## src/rtl/vid_mem_arbiter.sv

```systemverilog
// Shares one memory word port between video fetches (strict priority) and the CPU; one transaction in flight.
// Registered outputs: a request reaches mem_req one edge after it is seen in IDLE; requesters hold until acked.
module vid_mem_arbiter #(
  parameter int unsigned        ADR_W     = 22,
  parameter logic [ADR_W-1:0]   VID_BASE  = 22'h3A000,
  parameter int unsigned        VID_WORDS = 9600
) (
  input  logic             clk,
  input  logic             rst,
  input  logic             vid_req,
  input  logic             vid_frame,
  output logic [31:0]      viddata,
  output logic             vid_ovr,
  input  logic             cpu_rd,
  input  logic             cpu_wr,
  input  logic [ADR_W-1:0] cpu_adr,
  input  logic [31:0]      cpu_wdata,
  input  logic [3:0]       cpu_be,
  output logic [31:0]      cpu_rdata,
  output logic             cpu_ack,
  output logic             mem_req,
  output logic             mem_we,
  output logic [ADR_W-1:0] mem_adr,
  output logic [31:0]      mem_wdata,
  output logic [3:0]       mem_be,
  input  logic [31:0]      mem_rdata,
  input  logic             mem_ack
);

  localparam int unsigned      CNT_W    = $clog2(VID_WORDS);
  localparam logic [CNT_W-1:0] VCNT_MAX = CNT_W'(VID_WORDS - 1);

  typedef enum logic [1:0] {IDLE, VID, CPU} state_t;

  state_t           state;
  logic             vid_pend;
  logic [CNT_W-1:0] vcnt;
  logic             vid_ack;

  assign vid_ack = (state == VID) && mem_ack;

  always_ff @(posedge clk or posedge rst) begin
    if (rst) begin
      state     <= IDLE;
      vid_pend  <= 1'b0;
      vcnt      <= '0;
      viddata   <= '0;
      vid_ovr   <= 1'b0;
      cpu_rdata <= '0;
      cpu_ack   <= 1'b0;
      mem_req   <= 1'b0;
      mem_we    <= 1'b0;
      mem_adr   <= '0;
      mem_wdata <= '0;
      mem_be    <= '0;
    end else begin
      cpu_ack  <= 1'b0;
      vid_pend <= vid_req | (vid_pend & ~vid_ack);
      if (vid_req && vid_pend && !vid_ack)
        vid_ovr <= 1'b1;

      // A frame rewind overrides the increment of a coincident video ack.
      if (vid_frame)
        vcnt <= '0;
      else if (vid_ack && vcnt != VCNT_MAX)
        vcnt <= vcnt + 1'b1;

      case (state)
        IDLE: begin
          if (vid_pend) begin
            state     <= VID;
            mem_req   <= 1'b1;
            mem_we    <= 1'b0;
            mem_adr   <= VID_BASE + ADR_W'(vcnt);
            mem_wdata <= '0;
            mem_be    <= 4'hF;
          end else if ((cpu_rd || cpu_wr) && !vid_req) begin
            // A video strobe arriving together with a CPU request is let through first.
            state     <= CPU;
            mem_req   <= 1'b1;
            mem_we    <= cpu_wr;
            mem_adr   <= cpu_adr;
            mem_wdata <= cpu_wdata;
            mem_be    <= cpu_be;
          end
        end
        VID: begin
          if (mem_ack) begin
            viddata <= mem_rdata;
            mem_req <= 1'b0;
            state   <= IDLE;
          end
        end
        CPU: begin
          if (mem_ack) begin
            cpu_ack <= 1'b1;
            if (!mem_we)
              cpu_rdata <= mem_rdata;
            mem_req <= 1'b0;
            state   <= IDLE;
          end
        end
        default: state <= IDLE;
      endcase
    end
  end

endmodule

```

## config.mk

```make
export PLATFORM = sky130hd
export DESIGN_NAME = vid_mem_arbiter
export DESIGN_NICKNAME = d
export VERILOG_FILES = /design/src/rtl/vid_mem_arbiter.sv
export SDC_FILE = /design/constraint.sdc
export NUM_CORES = 1
export LEC_CHECK = 0
export CAP_MARGIN = 20
export CORE_MARGIN = 2
export CORE_UTILIZATION = 39
export CTS_CLUSTER_SIZE = 14
export DETAILED_ROUTE_END_ITERATION = 8
export HOLD_SLACK_MARGIN = 0.1
export PLACE_DENSITY_LB_ADDON = 0.15
export SYNTH_ARGS = -nofsm -noshare
export SYNTH_HDL_FRONTEND = slang
export SYNTH_SLANG_ARGS = --single-unit
```

## constraint.sdc

```tcl
create_clock -name clk -period 4.87 [get_ports clk]
set_input_delay 1.2175 -clock clk [delete_from_list [all_inputs] [get_ports clk]]
set_output_delay 1.2175 -clock clk [all_outputs]
set_load 0.1 [all_outputs]
```

==> results.py <==
metrics = {
    "worst_setup_path": {
        "worstSetupEndpointType": "output pin",
        "r2r-start": "vid_pend$_DFF_PP0_",
        "crit_path_start_kind": "flip-flop",
        "slowest_stage": "clkdlybuf4s50_1",
        "ff2ff_path_depth": 3,
        "crit_buf_inv": 1,
        "worstSetupPathType": "reg2out",
        "worstPathCellList": "clkdlybuf4s50_1",
        "r2r_end": "mem_wdata[25]$_DFFE_PP0P_",
        "critical_path.top_delay_family": "buffers and inverters",
        "crit_fanout": 3,
        "critical_path.max_stage_delay_ns": 1.16,
        "cp.required_ns": 3.65,
        "rrSetupSlack_ns": 2.60,
        "arrival_ns": 1.98,
    },
    "sta": {
        "rsz0062_at_grt": "no",
        "fin_crit_ns": 3.20,
        "min_period_over_period": 0.657,
        "tns_ns": 0,
        "fmax_mhz": 312,
        "skew_ns": 0.00684,
        "drv_slew": 0,
        "slew_headroom": 0.285,
        "finalHoldViolations": 0,
        "setup_violations": 0,
        "tightest_slew_ns": 1.07,
    },
    "cells_and_area": {
        "syn2layout_area_growth_pct": 54.4,
        "fin_nets": 738,
        "drive_gt1_frac": 0.173,
        "diodes": 0,
        "nFillCells": 1132,
    },
    "worst_hold_path": {
        "hp-class": "reg2reg",
        "hp-start": "vid_ovr$_DFFE_PP0P_",
        "hold_depth": 1,
        "hold_path_end": "vid_ovr$_DFFE_PP0P_",
    },
    "global_routing": {
        "grt_max_degree": 80,
        "use_met2": 0.303,
        "grt_usage": 0.193,
        "grt_pass1_vias": 4516,
        "grt_use_met1": 0.233,
        "grtUsageMet3": 0.0863,
        "busiest_layer": "met2",
        "antenna_found_initial": 0,
        "grt_pass1_wl_mm": 23.7,
        "gr-total-overflow": 0,
    },
    "yosys": {
        "post-synth-top-count-cell": "dfrtp_1",
        "synthArstFlopShare": 1.00,
        "synth_cells": 413,
        "yosysSeqAreaShare": 0.630,
        "synth_area_mm2": 0.00568,
        "synthTopCellsByCount": "dfrtp_1 (143), mux2_2 (65), a22o_1 (38)",
        "ys_seq_elements": 143,
        "synth_top_area_share": 0.630,
        "synth_ff_type": "dfrtp_1",
        "syn-num-nets": 515,
        "synth_warnings": 0,
        "yosysUniqueCellTypes": 40,
        "synth_edf_count": 0,
        "synth_top_area_cell": "dfrtp_1",
        "syn_area_per_cell_um2": 13.7,
        "netlist_top_cells_area": "dfrtp_1 (63%), mux2_2 (13%), a22o_1 (5.9%)",
    },
    "outcome": {
        "outcome": "complete, no violations",
    },
    "drt": {
        "wire_per_inst_um": 17.3,
        "drc": 0,
        "vias": 4263,
        "drt_wl_total_mm": 14.4,
        "drtPass1Iterations": 5,
        "drtAntennaViolNets": 0,
        "vias_per_cell": 5.12,
        "detail_route.iter0.violations": 178,
    },
    "clock_network": {
        "hold_buffers": 0,
        "clkTransAtPathRegs_ns": 0.05,
        "cts_inserted_buffers": 17,
        "cts_resized": 0,
        "clock-root-buffer": "clkbuf_16",
        "post_cts.repair.setup_buffers": 0,
        "clock-sinks": 143,
        "cts_buffer_depth": 2,
        "htreeDepth": 4,
        "cts_tree": "yes",
        "clkLatencyLatePin_ns": 0.42,
    },
    "floorplan": {
        "fp.dieH_um": 125,
        "ioPinCount": 223,
        "rows": 44,
        "core_mm2": 0.0144,
        "die_w_um": 125,
        "die_area_mm2": 0.0155,
        "start_util": 0.395,
    },
    "placed_design": {
        "portBuffers": 222,
        "place.gp.congestion": 0.826,
        "dp_hpwl_mm": 10.1,
    },
    "run": {
        "cap_violations": 0,
    },
}
[layer usage]
| metal | up-vias | wire length [um] | share of wire |
|---|---|---|---|
| li1 | 1967 | - | - |
| met1 | 2076 | 5920 | 0.41 |
| met2 | 195 | 6710 | 0.46 |
| met3 | 25 | 1520 | 0.11 |
| met4 | 0 | 274 | 0.019 |
| met5 | - | 0 | 0 |
[worst register-to-register path, cell delays in order (launching register included)]
cell and delay, ns:
dfrtp_1 0.77, o21ai_4 0.71, buf_4 0.49, a22o_1 0.24
[sequential cells by signal, indices dropped and copies added, names as in the netlist]
name and flops:
vid_pend 1, state 2, viddata 32, mem_wdata 32, vcnt 14, cpu_ack 1, vid_ovr 1, mem_be 4
mem_we 1, mem_adr 22, mem_req 1, cpu_rdata 32
[kinds of logic after synthesis]
logic type	synth area share
xor gates and xnor gates	0.00463
muxes	0.163
AOI/OAI and AO/OA	0.110
adders and majority gates	0.0110
and+or+nand+nor	0.0604
buffers and inverters	0.0207
DFF	0.630
[worst max path at each step]
stage                  startpoint  cells past startpoint  slack (ns)                   endpoint
3_5_place_dp              vid_req                      5        1.63  mem_wdata[29]$_DFFE_PP0P_
4_1_cts        mem_we$_DFFE_PP0P_                      1        1.62                     mem_we
2_1_floorplan                 rst                      1        1.86          cpu_ack$_DFF_PP0_
3_3_place_gp              vid_req                      5        1.68  mem_wdata[15]$_DFFE_PP0P_
6_report       mem_we$_DFFE_PP0P_                      1        1.67                     mem_we
5_1_grt        mem_we$_DFFE_PP0P_                      1        1.62                     mem_we
[cells in the final DEF, fill, tap and decap left out, types with 5 or more instances in the layout]
| master | netlist | routed |
|---|---|---|
| bufinv_16 | 0 | 5 |
| nor2_1 | 8 | 7 |
| o21ai_0 | 19 | 18 |
| buf_4 | 0 | 5 |
| inv_1 | 6 | 5 |
| dfrtp_1 | 143 | 143 |
| nand2b_1 | 5 | 5 |
| ha_1 | 5 | 5 |
| nand2_1 | 21 | 20 |
| a22o_1 | 38 | 38 |
| mux2_2 | 65 | 65 |
| mux2i_1 | 17 | 17 |
| a21oi_1 | 8 | 8 |
| clkbuf_16 | 0 | 17 |
| nand3_1 | 8 | 8 |
| o22a_1 | 7 | 7 |
| clkdlybuf4s50_1 | 0 | 222 |
[metrics by stage]
stage / hold slack [ns] / utilization / worst slack (ns) / cells / instance area (um^2)
after CTS: 0.477 / 0.610 / 1.62 / 832 / 8770
after detailed placement: 0.462 / 0.565 / 1.63 / 801 / 8110
after floorplan: 0.536 / - / 1.86 / 413 / 5680
after global routing: 0.500 / 0.610 / 1.62 / 832 / 8770
after global placement: 0.466 / 0.565 / 1.68 / 801 / 8110
final: 0.478 / 0.610 / 1.67 / 832 / 8770
[cell type report]
| class | instances | area (um^2) | area share |
|---|---|---|---|
| multi-input cells | 240 | 2000 | 0.228 |
| clock inverters | 10 | 184 | 0.0210 |
| inverters | 6 | 26.3 | 0.00300 |
| repair buffers | 228 | 2280 | 0.260 |
| clock buffers | 21 | 470 | 0.0537 |
| flip-flops and latches | 143 | 3580 | 0.408 |
| well taps | 184 | 230 | 0.0263 |
Power is left out: the tool's default activity adds up to more than one toggle a clock period on the data nets, which glitch-free logic cannot reach.
